[config.mk]
export PLATFORM = sky130hd
export DESIGN_NAME = game_period_controller
export DESIGN_NICKNAME = d
export VERILOG_FILES = /design/src/rtl/scoreboard_pkg.sv /design/src/rtl/buzzer_timer.sv /design/src/rtl/game_period_controller.sv
export SDC_FILE = /design/constraint.sdc
export NUM_CORES = 1
export LEC_CHECK = 0
export ABC_AREA = 1
export BUFFER_PORTS_ARGS = -buffer_cell sky130_fd_sc_hd__buf_2
export CORE_ASPECT_RATIO = 1.25
export CORE_UTILIZATION = 53
export DETAILED_ROUTE_END_ITERATION = 8
export GPL_TIMING_DRIVEN = 0
export PLACE_DENSITY = 0.8
export SYNTH_ARGS = -nofsm -noshare
export SYNTH_HDL_FRONTEND = slang
export SYNTH_SLANG_ARGS = --single-unit
[constraint.sdc]
create_clock -name clk -period 2.1 [get_ports clk]
set_input_delay 0.42 -clock clk [delete_from_list [all_inputs] [get_ports clk]]
set_output_delay 0.42 -clock clk [all_outputs]
set_load 0.01 [all_outputs]
[src/rtl/scoreboard_pkg.sv]
// Shared state encodings, widths and helpers for the scoreboard game sequencer.
package scoreboard_pkg;

   localparam int unsigned SEC_W  = 10;
   localparam int unsigned SHOT_W = 5;
   localparam int unsigned QTR_W  = 3;

   typedef enum logic [2:0] {
      StIdle  = 3'd0,
      StRun   = 3'd1,
      StPause = 3'd2,
      StBreak = 3'd3,
      StFinal = 3'd4
   } game_state_e;

   // Period number advances by one and sticks at its maximum (7).
   function automatic logic [QTR_W-1:0] qtr_sat_inc(input logic [QTR_W-1:0] q);
      return (q == '1) ? q : q + QTR_W'(1);
   endfunction

endpackage

[src/rtl/buzzer_timer.sv]
// Buzzer on-time counter: a trigger (re)loads BUZZ_SEC, each tick counts it down.
module buzzer_timer #(
   parameter int unsigned BUZZ_SEC = 2
) (
   input  logic clk,
   input  logic rst_n,
   input  logic trigger,
   input  logic tick_1hz,
   output logic buzzer
);

   localparam int unsigned CntW = (BUZZ_SEC < 2) ? 1 : $clog2(BUZZ_SEC + 1);

   logic [CntW-1:0] cnt_q, cnt_d;
   logic            buzzer_q, buzzer_d;

   // Retrigger has priority over the tick countdown.
   always_comb begin
      cnt_d = cnt_q;
      if (trigger) begin
         cnt_d = CntW'(BUZZ_SEC);
      end else if (tick_1hz && (cnt_q != '0)) begin
         cnt_d = cnt_q - CntW'(1);
      end
      buzzer_d = (cnt_d != '0);
   end

   // Counter and registered buzzer output.
   always_ff @(posedge clk or negedge rst_n) begin
      if (!rst_n) begin
         cnt_q    <= '0;
         buzzer_q <= 1'b0;
      end else begin
         cnt_q    <= cnt_d;
         buzzer_q <= buzzer_d;
      end
   end

   assign buzzer = buzzer_q;

endmodule

[src/rtl/game_period_controller.sv]
// Basketball game sequencer: period clock, quarter, possession and shot clock.
// Optional overtime on tied scores is enabled by defining GAME_OVERTIME_EN.
module game_period_controller
   import scoreboard_pkg::*;
#(
   parameter int unsigned QUARTER_SEC  = 600,
   parameter int unsigned NUM_QUARTERS = 4,
   parameter int unsigned BREAK_SEC    = 60,
   parameter int unsigned SHOT_SEC     = 24,
   parameter int unsigned OT_SEC       = 300,
   parameter int unsigned BUZZ_SEC     = 2
) (
   input  logic              clk,
   input  logic              rst_n,
   input  logic              tick_1hz,
   input  logic              btn_start,
   input  logic              btn_poss_swap,
   input  logic              btn_shot_rst,
   input  logic [7:0]        score_a,
   input  logic [7:0]        score_b,
   output logic [SEC_W-1:0]  game_sec_left,
   output logic [QTR_W-1:0]  quarter,
   output logic [SHOT_W-1:0] shot_clock,
   output logic              poss_b,
   output logic              running,
   output logic              shot_violation,
   output logic              buzzer,
   output logic [2:0]        state
);

   game_state_e       state_q, state_d;
   logic [SEC_W-1:0]  game_q, game_d;
   logic [QTR_W-1:0]  quarter_q, quarter_d;
   logic [SHOT_W-1:0] shot_q, shot_d;
   logic              poss_q, poss_d;
   logic              viol_q, viol_d;
   logic              running_q, running_d;
   logic              buzz_trig;
   logic              period_end;
   logic              ot_tie;

`ifdef GAME_OVERTIME_EN
   assign ot_tie = (score_a == score_b);
`else
   logic unused_scores;
   assign ot_tie        = 1'b0;
   assign unused_scores = ^{score_a, score_b};
`endif

   // Next-state and counter updates for the game flow.
   always_comb begin
      state_d    = state_q;
      game_d     = game_q;
      quarter_d  = quarter_q;
      shot_d     = shot_q;
      poss_d     = poss_q;
      viol_d     = 1'b0;
      buzz_trig  = 1'b0;
      period_end = 1'b0;

      unique case (state_q)
         StIdle: begin
            if (btn_start) state_d = StRun;
         end
         StRun: begin
            if (btn_start) begin
               // Pause wins over a simultaneous tick.
               state_d = StPause;
            end else if (tick_1hz) begin
               if (game_q == SEC_W'(1)) begin
                  period_end = 1'b1;
                  buzz_trig  = 1'b1;
                  game_d     = '0;
                  if (shot_q != '0) shot_d = shot_q - SHOT_W'(1);
                  if ((quarter_q < QTR_W'(NUM_QUARTERS)) || ot_tie) begin
                     state_d = StBreak;
                     game_d  = SEC_W'(BREAK_SEC);
                  end else begin
                     state_d = StFinal;
                  end
               end else begin
                  if (game_q != '0) game_d = game_q - SEC_W'(1);
                  if (shot_q == SHOT_W'(1)) begin
                     viol_d    = 1'b1;
                     poss_d    = ~poss_q;
                     shot_d    = SHOT_W'(SHOT_SEC);
                     buzz_trig = 1'b1;
                     state_d   = StPause;
                  end else if (shot_q != '0) begin
                     shot_d = shot_q - SHOT_W'(1);
                  end
               end
            end
         end
         StPause: begin
            if (btn_start) state_d = StRun;
         end
         StBreak: begin
            if (tick_1hz) begin
               if (game_q == SEC_W'(1)) begin
                  state_d   = StPause;
                  quarter_d = qtr_sat_inc(quarter_q);
                  // Past regulation, the next period is an overtime.
                  game_d    = (quarter_q >= QTR_W'(NUM_QUARTERS)) ? SEC_W'(OT_SEC)
                                                                  : SEC_W'(QUARTER_SEC);
                  shot_d    = SHOT_W'(SHOT_SEC);
                  // Odd old period -> B gets the ball: alternates by period.
                  poss_d    = quarter_q[0];
               end else if (game_q != '0) begin
                  game_d = game_q - SEC_W'(1);
               end
            end
         end
         StFinal: ;
         default: state_d = StIdle;
      endcase

      // Possession/shot buttons only act while a period is live.
      if (((state_q == StRun) || (state_q == StPause)) && !period_end &&
          (btn_poss_swap || btn_shot_rst)) begin
         shot_d = SHOT_W'(SHOT_SEC);
         if (btn_poss_swap) poss_d = ~poss_d;
      end

      running_d = (state_d == StRun);
   end

   // State and counter registers.
   always_ff @(posedge clk or negedge rst_n) begin
      if (!rst_n) begin
         state_q   <= StIdle;
         game_q    <= SEC_W'(QUARTER_SEC);
         quarter_q <= QTR_W'(1);
         shot_q    <= SHOT_W'(SHOT_SEC);
         poss_q    <= 1'b0;
         viol_q    <= 1'b0;
         running_q <= 1'b0;
      end else begin
         state_q   <= state_d;
         game_q    <= game_d;
         quarter_q <= quarter_d;
         shot_q    <= shot_d;
         poss_q    <= poss_d;
         viol_q    <= viol_d;
         running_q <= running_d;
      end
   end

   buzzer_timer #(
      .BUZZ_SEC (BUZZ_SEC)
   ) u_buzzer_timer (
      .clk      (clk),
      .rst_n    (rst_n),
      .trigger  (buzz_trig),
      .tick_1hz (tick_1hz),
      .buzzer   (buzzer)
   );

   assign game_sec_left  = game_q;
   assign quarter        = quarter_q;
   assign shot_clock     = shot_q;
   assign poss_b         = poss_q;
   assign running        = running_q;
   assign shot_violation = viol_q;
   assign state          = state_q;

endmodule

==> results_dict.tcl, run 1 <==
set metrics [dict create \
    outcome "complete, no violations" \
    yosys_register_bits 27 \
    n_fill_cell 310 \
    first_iter_violations 48 \
    synth.most_common_cell "nand2_1" \
    post_cts_resized 0 \
    dp_hpwl_microns 2930 \
    grt_pass1_wl_microns 6530 \
    peakVddDrop_uv 775 \
    clk_pin_slew_ps 90 \
    slowest_stage "dfrtp_1" \
    async_flop_share_pct 100 \
    synth_top_area_share_pct 27.6 \
    slowest_delay_ps 390 \
    start_kind "flop" \
    finalWirelength_microns 3840 \
    core_sq_um 3220 \
    synth_seq_area_share_pct 37.8 \
    drive_above_1_share_pct 19.6 \
    synth.avg_cell_area_sq_um 7.37 \
    grt_usage_pct 24.2 \
    grt_max_degree 28 \
    worst-path-buf-inv 3 \
    io_buffers 30 \
    cts_root_buffer "clkbuf_8" \
    max_freq_mhz 524 \
    final_antenna_net_count 0 \
    yosysTopAreaCell "dfrtp_1" \
    hp-class "input port to async pin" \
    holdWs_ps 140 \
    crit_fanout 10 \
    grt_pass1_vias 1595 \
    drc 0 \
    syn_area_sq_um 1810 \
    required_ps 2290 \
    syn_to_final_growth_pct 13.3 \
    antenna_found_initial 0 \
    postCtsHoldBufs 0 \
    tns_ps 0 \
    slew_headroom_pct 60.0 \
    die_w_microns 54.3 \
    synth-edff-count 0 \
    worstPathArrival_ps 2100 \
    setup_violations 0 \
    hold_violations 0 \
    die_y_microns 67.4 \
    firstDrtPassIters 4 \
    synthFlopType "dfrtp_1" \
    diodes 0 \
    fin_crit_sh_pct 91.0 \
    criticalPathCategory "flop to flop" \
    synthTopCellsByArea "dfrtp_1 28%, dfstp_2 10%, nand2_1 10%" \
    ctsLongestPathBuffers 2 \
    ios 47 \
    cts_tree "built" \
    clk_latency_ps 270 \
    grt_overflow 0 \
    p_per_area_nw_per_um2 1350 \
    critPathTopFamily "buffers and inverters" \
    cts_setup_buffers 0 \
    initial_utilization_pct 56.3 \
    syn_nets 278 \
    clock_sinks 27 \
    finalMaxSlewViolations 0 \
    cp_cell_sequence "inv_1 -> ha_1 -> nand2_1 -> inv_1 -> nand2_1 -> clkbuf_1 -> nor2_1 -> o21ai_0 -> a22oi_1" \
    place_congestion 0.952 \
    synthTopCellsByCount "49 x nand2_1, 39 x inv_1, 32 x nor2_1" \
    cts_made_buffers 3 \
    vias 1671 \
    fin_crit_ps 1910 \
    max_cap_violations 0 \
    synth_cells 246 \
    worst_clock_skew_ps 2.33 \
    h-tree-depth 1 \
    final_net_count 313 \
    die_area_sq_um 3660 \
    rows 23 \
    rsz0062_at_grt "false" \
    yosys_warnings 0 \
    wl_per_cell_microns 12.1 \
    p_leak_nw 1.12 \
    tightest_slew_ps 600 \
    vias_per_cell 5.27 \
    synth_cell_types 27 \
    cp-end-kind "flop" \
]
## where the power goes
group          internal [W]  switching [W]
Combinational      0.000562       0.000935
Sequential         0.000769       0.000203
Clock              0.000136       0.000166
Total               0.00147        0.00130
## final timing paths
path | start | end | slack [ps] | cells after the start
max reg2reg | game_sec_left[1] | game_sec_left[6] | 190 | 9
min in group clk | btn_shot_rst | shot_clock[0] | 500 | 4
max in group asynchronous | rst_n | u_buzzer_timer.cnt_q[0] | 1570 | 1
min | rst_n | shot_clock[2] | 140 | 1
max | game_sec_left[1] | game_sec_left[6] | 190 | 9
min reg2reg | shot_clock[4] | shot_clock[4] | 530 | 2
## cell families after synthesis
kind of cell | count (synthesis) | synth area share [%]
AO/OA/AOI/OAI | 39 | 12.0
AND/OR/NAND/NOR | 115 | 28.2
buffers and inverters | 43 | 9.32
adder cells (fa/ha/maj) | 10 | 6.90
XOR/XNOR | 12 | 5.80
flip-flops | 27 | 37.8
## layer usage
layer | global-route usage [%] | vias up | routed length (microns)
li1 | - | 850 | -
met1 | 29.8 | 781 | 1700
met2 | 41.2 | 31 | 1950
met3 | 2.93 | 9 | 104
met4 | 10.9 | 0 | 77
met5 | 0 | - | 0
## cell type report
class	instances	area, sq um	share of cell area, %
Multi-Input combinational cell	176	960	46.7
Sequential cell	27	684	33.3
Timing Repair Buffer	30	150	7.31
Tap cell	37	46.3	2.25
Buffer	2	15.0	0.731
Clock buffer	4	45.0	2.19
Inverter	41	154	7.49
## flip-flops by register name, summed over array words and instances (netlist names)
signal / count
game_sec_left: 10
shot_clock: 5
quarter: 3
state: 3
u_buzzer_timer.cnt_q: 2
poss_b: 1
running: 1
shot_violation: 1
u_buzzer_timer.buzzer: 1
## per-stage QoR
step / util, % / total power [W] / setup slack [ps] / instances / cell area, sq um
after global placement: 62.3 / 0.00243 / 270 / 313 / 2010
final: 63.7 / 0.00277 / 190 / 317 / 2050
after floorplan: - / 0.00204 / 479 / 246 / 1810
after global routing: 63.7 / 0.00309 / 7.43 / 317 / 2050
after detailed placement: 62.3 / 0.00247 / 237 / 313 / 2010
after CTS: 63.7 / 0.00279 / 220 / 317 / 2050
## cells in the final DEF, fill, tap and decap left out
cell type,count
buf_6,1
clkbuf_8,3
a22oi_1,1
o21ai_2,3
ha_1,10
o21ai_0,14
buf_2,30
dfrtp_1,20
nand3_2,1
nor2_4,1
o22ai_1,1
nand2_1,49
inv_1,39
a211oi_1,2
o21ai_1,3
clkbuf_1,2
nor3_1,5
nand4_1,2
inv_2,2
dfstp_2,7
nor2_2,3
a21oi_1,14
nand2_4,2
nor2_1,32
or3_4,1
nand3_1,18
o211ai_1,1
xor2_1,12
or2_2,1
Power figures use the tool's default switching activity.
==> run 2, diff against run 1 <==
ABC_AREA = default   (was 1)
CELL_PAD_IN_SITES_DETAIL_PLACEMENT = 2   (was default)
CELL_PAD_IN_SITES_GLOBAL_PLACEMENT = 2   (was default)
CORE_UTILIZATION = 31   (was 53)
PLACE_DENSITY = default   (was 0.8)
PLACE_DENSITY_LB_ADDON = 0.1   (was default)
clock period = 2.03 ns   (was 2.1 ns; I/O delays follow)
==> run 2 against run 1 <==
The run now ends with DRC, setup timing left. Non-clock buffer count rose by 31. Global-route usage fell by 2.2 points. Utilization fell by 19 points. Final cell count rose by 4.1%. Combinational power rose by 57%. Largest power group unchanged. Die area rose by 69%.
==> results_dict.tcl, run 2 <==
set metrics [dict create \
    peakVddDrop_uv 430 \
    violations "DRC, setup timing" \
    antenna_found_initial 0 \
    slew_headroom_pct 55.9 \
    grt_overflow 0 \
    setup_violations 5 \
    ios 47 \
    synth_top_area_share_pct 27.4 \
    p_per_area_nw_per_um2 1520 \
    criticalPathCategory "flop to flop" \
    cts_tree "built" \
    grt_max_degree 28 \
    grt_pass1_vias 2006 \
    worst_clock_skew_ps 13.8 \
    r2r_end "shot_clock[3]" \
    n_fill_cell 608 \
    firstDrtPassIters 8 \
    total_power_w 0.00378 \
    vias 1903 \
    final_antenna_net_count 0 \
    synth_cell_types 54 \
    postCtsHoldBufs 0 \
    required_ps 2240 \
    dpl_cell_area_sq_um 2090 \
    die_area_sq_um 6200 \
    initial_utilization_pct 32.9 \
    async_flop_share_pct 100 \
    r2r_cells 5 \
    tightest_slew_ps 662 \
    p_sw_w 0.00180 \
    dp_hpwl_microns 4280 \
    h-tree-depth 1 \
    finalMaxSlewViolations 0 \
    yosys_warnings 0 \
    synth.avg_cell_area_sq_um 8.78 \
    yosys_register_bits 27 \
    grt_pass1_wl_microns 10600 \
    fin_crit_ps 2130 \
    syn_to_final_growth_pct 36.4 \
    cp_cell_sequence "or4_4 -> nor3_4 -> a21oi_2 -> or4_1 -> a221o_1" \
    synthFlopType "dfrtp_1" \
    cts_root_buffer "clkbuf_8" \
    synth_cells 208 \
    switching_share_pct 47.7 \
    first_iter_violations 63 \
    worst-path-buf-inv 0 \
    die_y_microns 87.8 \
    internal-power_w 0.00198 \
    synthTopCellsByArea "dfrtp_1 27%, dfstp_2 10%, ha_1 6.9%" \
    slowest_delay_ps 570 \
    worstReg2RegStart "game_sec_left[7]" \
    syn_nets 240 \
    finalWirelength_microns 6680 \
    worstPathArrival_ps 2340 \
    mostFrequentLayoutCells "30 x buf_2, 25 x buf_4, 18 x nor2_1" \
    setup_slack_ps -100 \
    clk_latency_ps 290 \
    final_area_sq_um 2490 \
    drc 2 \
    max_cap_violations 0 \
    cts_made_buffers 3 \
    hp-class "input port to async pin" \
    hold_violations 0 \
    p_leak_nw 1.06 \
    synthTopCellsByCount "20 x dfrtp_1, 19 x nor2_1, 15 x a21oi_1" \
    rsz0062_at_grt "true" \
    synth-edff-count 0 \
    sequentialPowerShare_pct 29.0 \
    power_frac_comb_pct 62.2 \
    ff2ff_setup_slack_ps -100 \
    slowest_stage "or4_4" \
    synth_seq_area_share_pct 37.5 \
    grt_usage_pct 22.0 \
    crit_fanout 4 \
    multi_input_area_sq_um 1230 \
    core_sq_um 5560 \
    io_buffers 30 \
    rows 30 \
    drive_above_1_share_pct 41.4 \
    start_kind "flop" \
    critPathTopFamily "simple AND/OR/NAND/NOR gates" \
    ctsLongestPathBuffers 2 \
    yosysTopAreaCell "dfrtp_1" \
    final_net_count 299 \
    syn_area_sq_um 1830 \
    die_w_microns 70.6 \
    cp-end-kind "flop" \
    vias_per_cell 5.77 \
    outcome "finished, violations left" \
    max_freq_mhz 469 \
    diodes 0 \
    clk_pin_slew_ps 110 \
    clock_sinks 27 \
    largest_register_ffs 10 \
    synth.most_common_cell "dfrtp_1" \
    place_congestion 0.780 \
    clock_power_share_pct 8.8 \
    mostFrequentLayoutCell "buf_2" \
    wl_per_cell_microns 20.2 \
    fin_crit_sh_pct 105 \
    regArea_sq_um 692 \
]
==> run 2: changes by cell type after synthesis, moves of 5 or more <==
cell,delta
nand2_1,-37
nand3_1,-9
nor2_1,-13
clkbuf_1,+6
nand2b_1,+8
xor2_1,-11
or4_1,+5
inv_1,-26
==> run 2: how the worst max path moves through the flow <==
stage,start,end,cells after the start
2_1_floorplan,game_sec_left[9],shot_clock[3],6
3_3_place_gp,game_sec_left[5],running,5
4_1_cts,game_sec_left[5],shot_clock[3],5
5_1_grt,game_sec_left[7],shot_clock[3],5
6_report,game_sec_left[7],shot_clock[3],5
3_5_place_dp,game_sec_left[5],running,5
==> run 2: repair_timing <==
item,4_1_cts,5_1_grt
setup endpoints to repair,21,16
gates resized for setup,22,18
pin swaps,7,10
setup buffers,17,9
==> run 2: kinds of logic after synthesis <==
kind of cell | share of synthesized area, %
adder cells (fa/ha/maj) | 6.85
AO/OA/AOI/OAI | 20.9
buffers and inverters | 4.66
AND/OR/NAND/NOR | 26.9
flip-flops | 37.5
XOR/XNOR | 1.44
multiplexers | 1.71
==> run 2: final cells by class <==
class / count / share of cell area [%]
multi-input combinational: 159 / 49.5
sequential: 27 / 27.8
timing repair buffer: 56 / 14.0
tap: 64 / 3.22
inverter: 13 / 1.96
clock buffer: 3 / 1.66
buffer: 7 / 1.66
clock inverter: 1 / 0.201
==> run 2: per-stage QoR <==
step / worst slack (ps) / utilization, % / std cells / TNS, ps / hold WS [ps]
3_5_place_dp: -359 / 37.5 / 302 / -3480 / 494
3_3_place_gp: -363 / 37.5 / 302 / -3130 / 481
6_report: -100 / 44.8 / 330 / -254 / 138
2_1_floorplan: -64.3 / - / 208 / -64.3 / 110
5_1_grt: -154 / 44.8 / 330 / -923 / 187
4_1_cts: -117 / 42.4 / 321 / -145 / 172
==> run 2: metal layers <==
| layer | part of all wire, % | GRT usage, % | vias to the layer above |
|---|---|---|---|
| met5 | 0 | 0 | - |
| met4 | 2.6 | 6.00 | 0 |
| met3 | 1.7 | 1.73 | 13 |
| met2 | 53 | 41.8 | 28 |
| met1 | 43 | 26.9 | 972 |
| li1 | - | - | 890 |
==> run 2: power groups by stage <==
stage	Combinational, W	Sequential [W]	Clock, W
2_1_floorplan	0.00107	0.00117	0
6_report	0.00235	0.00110	0.000334
5_1_grt	0.00258	0.00113	0.000362
4_1_cts	0.00214	0.00107	0.000347
3_5_place_dp	0.00169	0.00116	0
3_3_place_gp	0.00165	0.00115	0
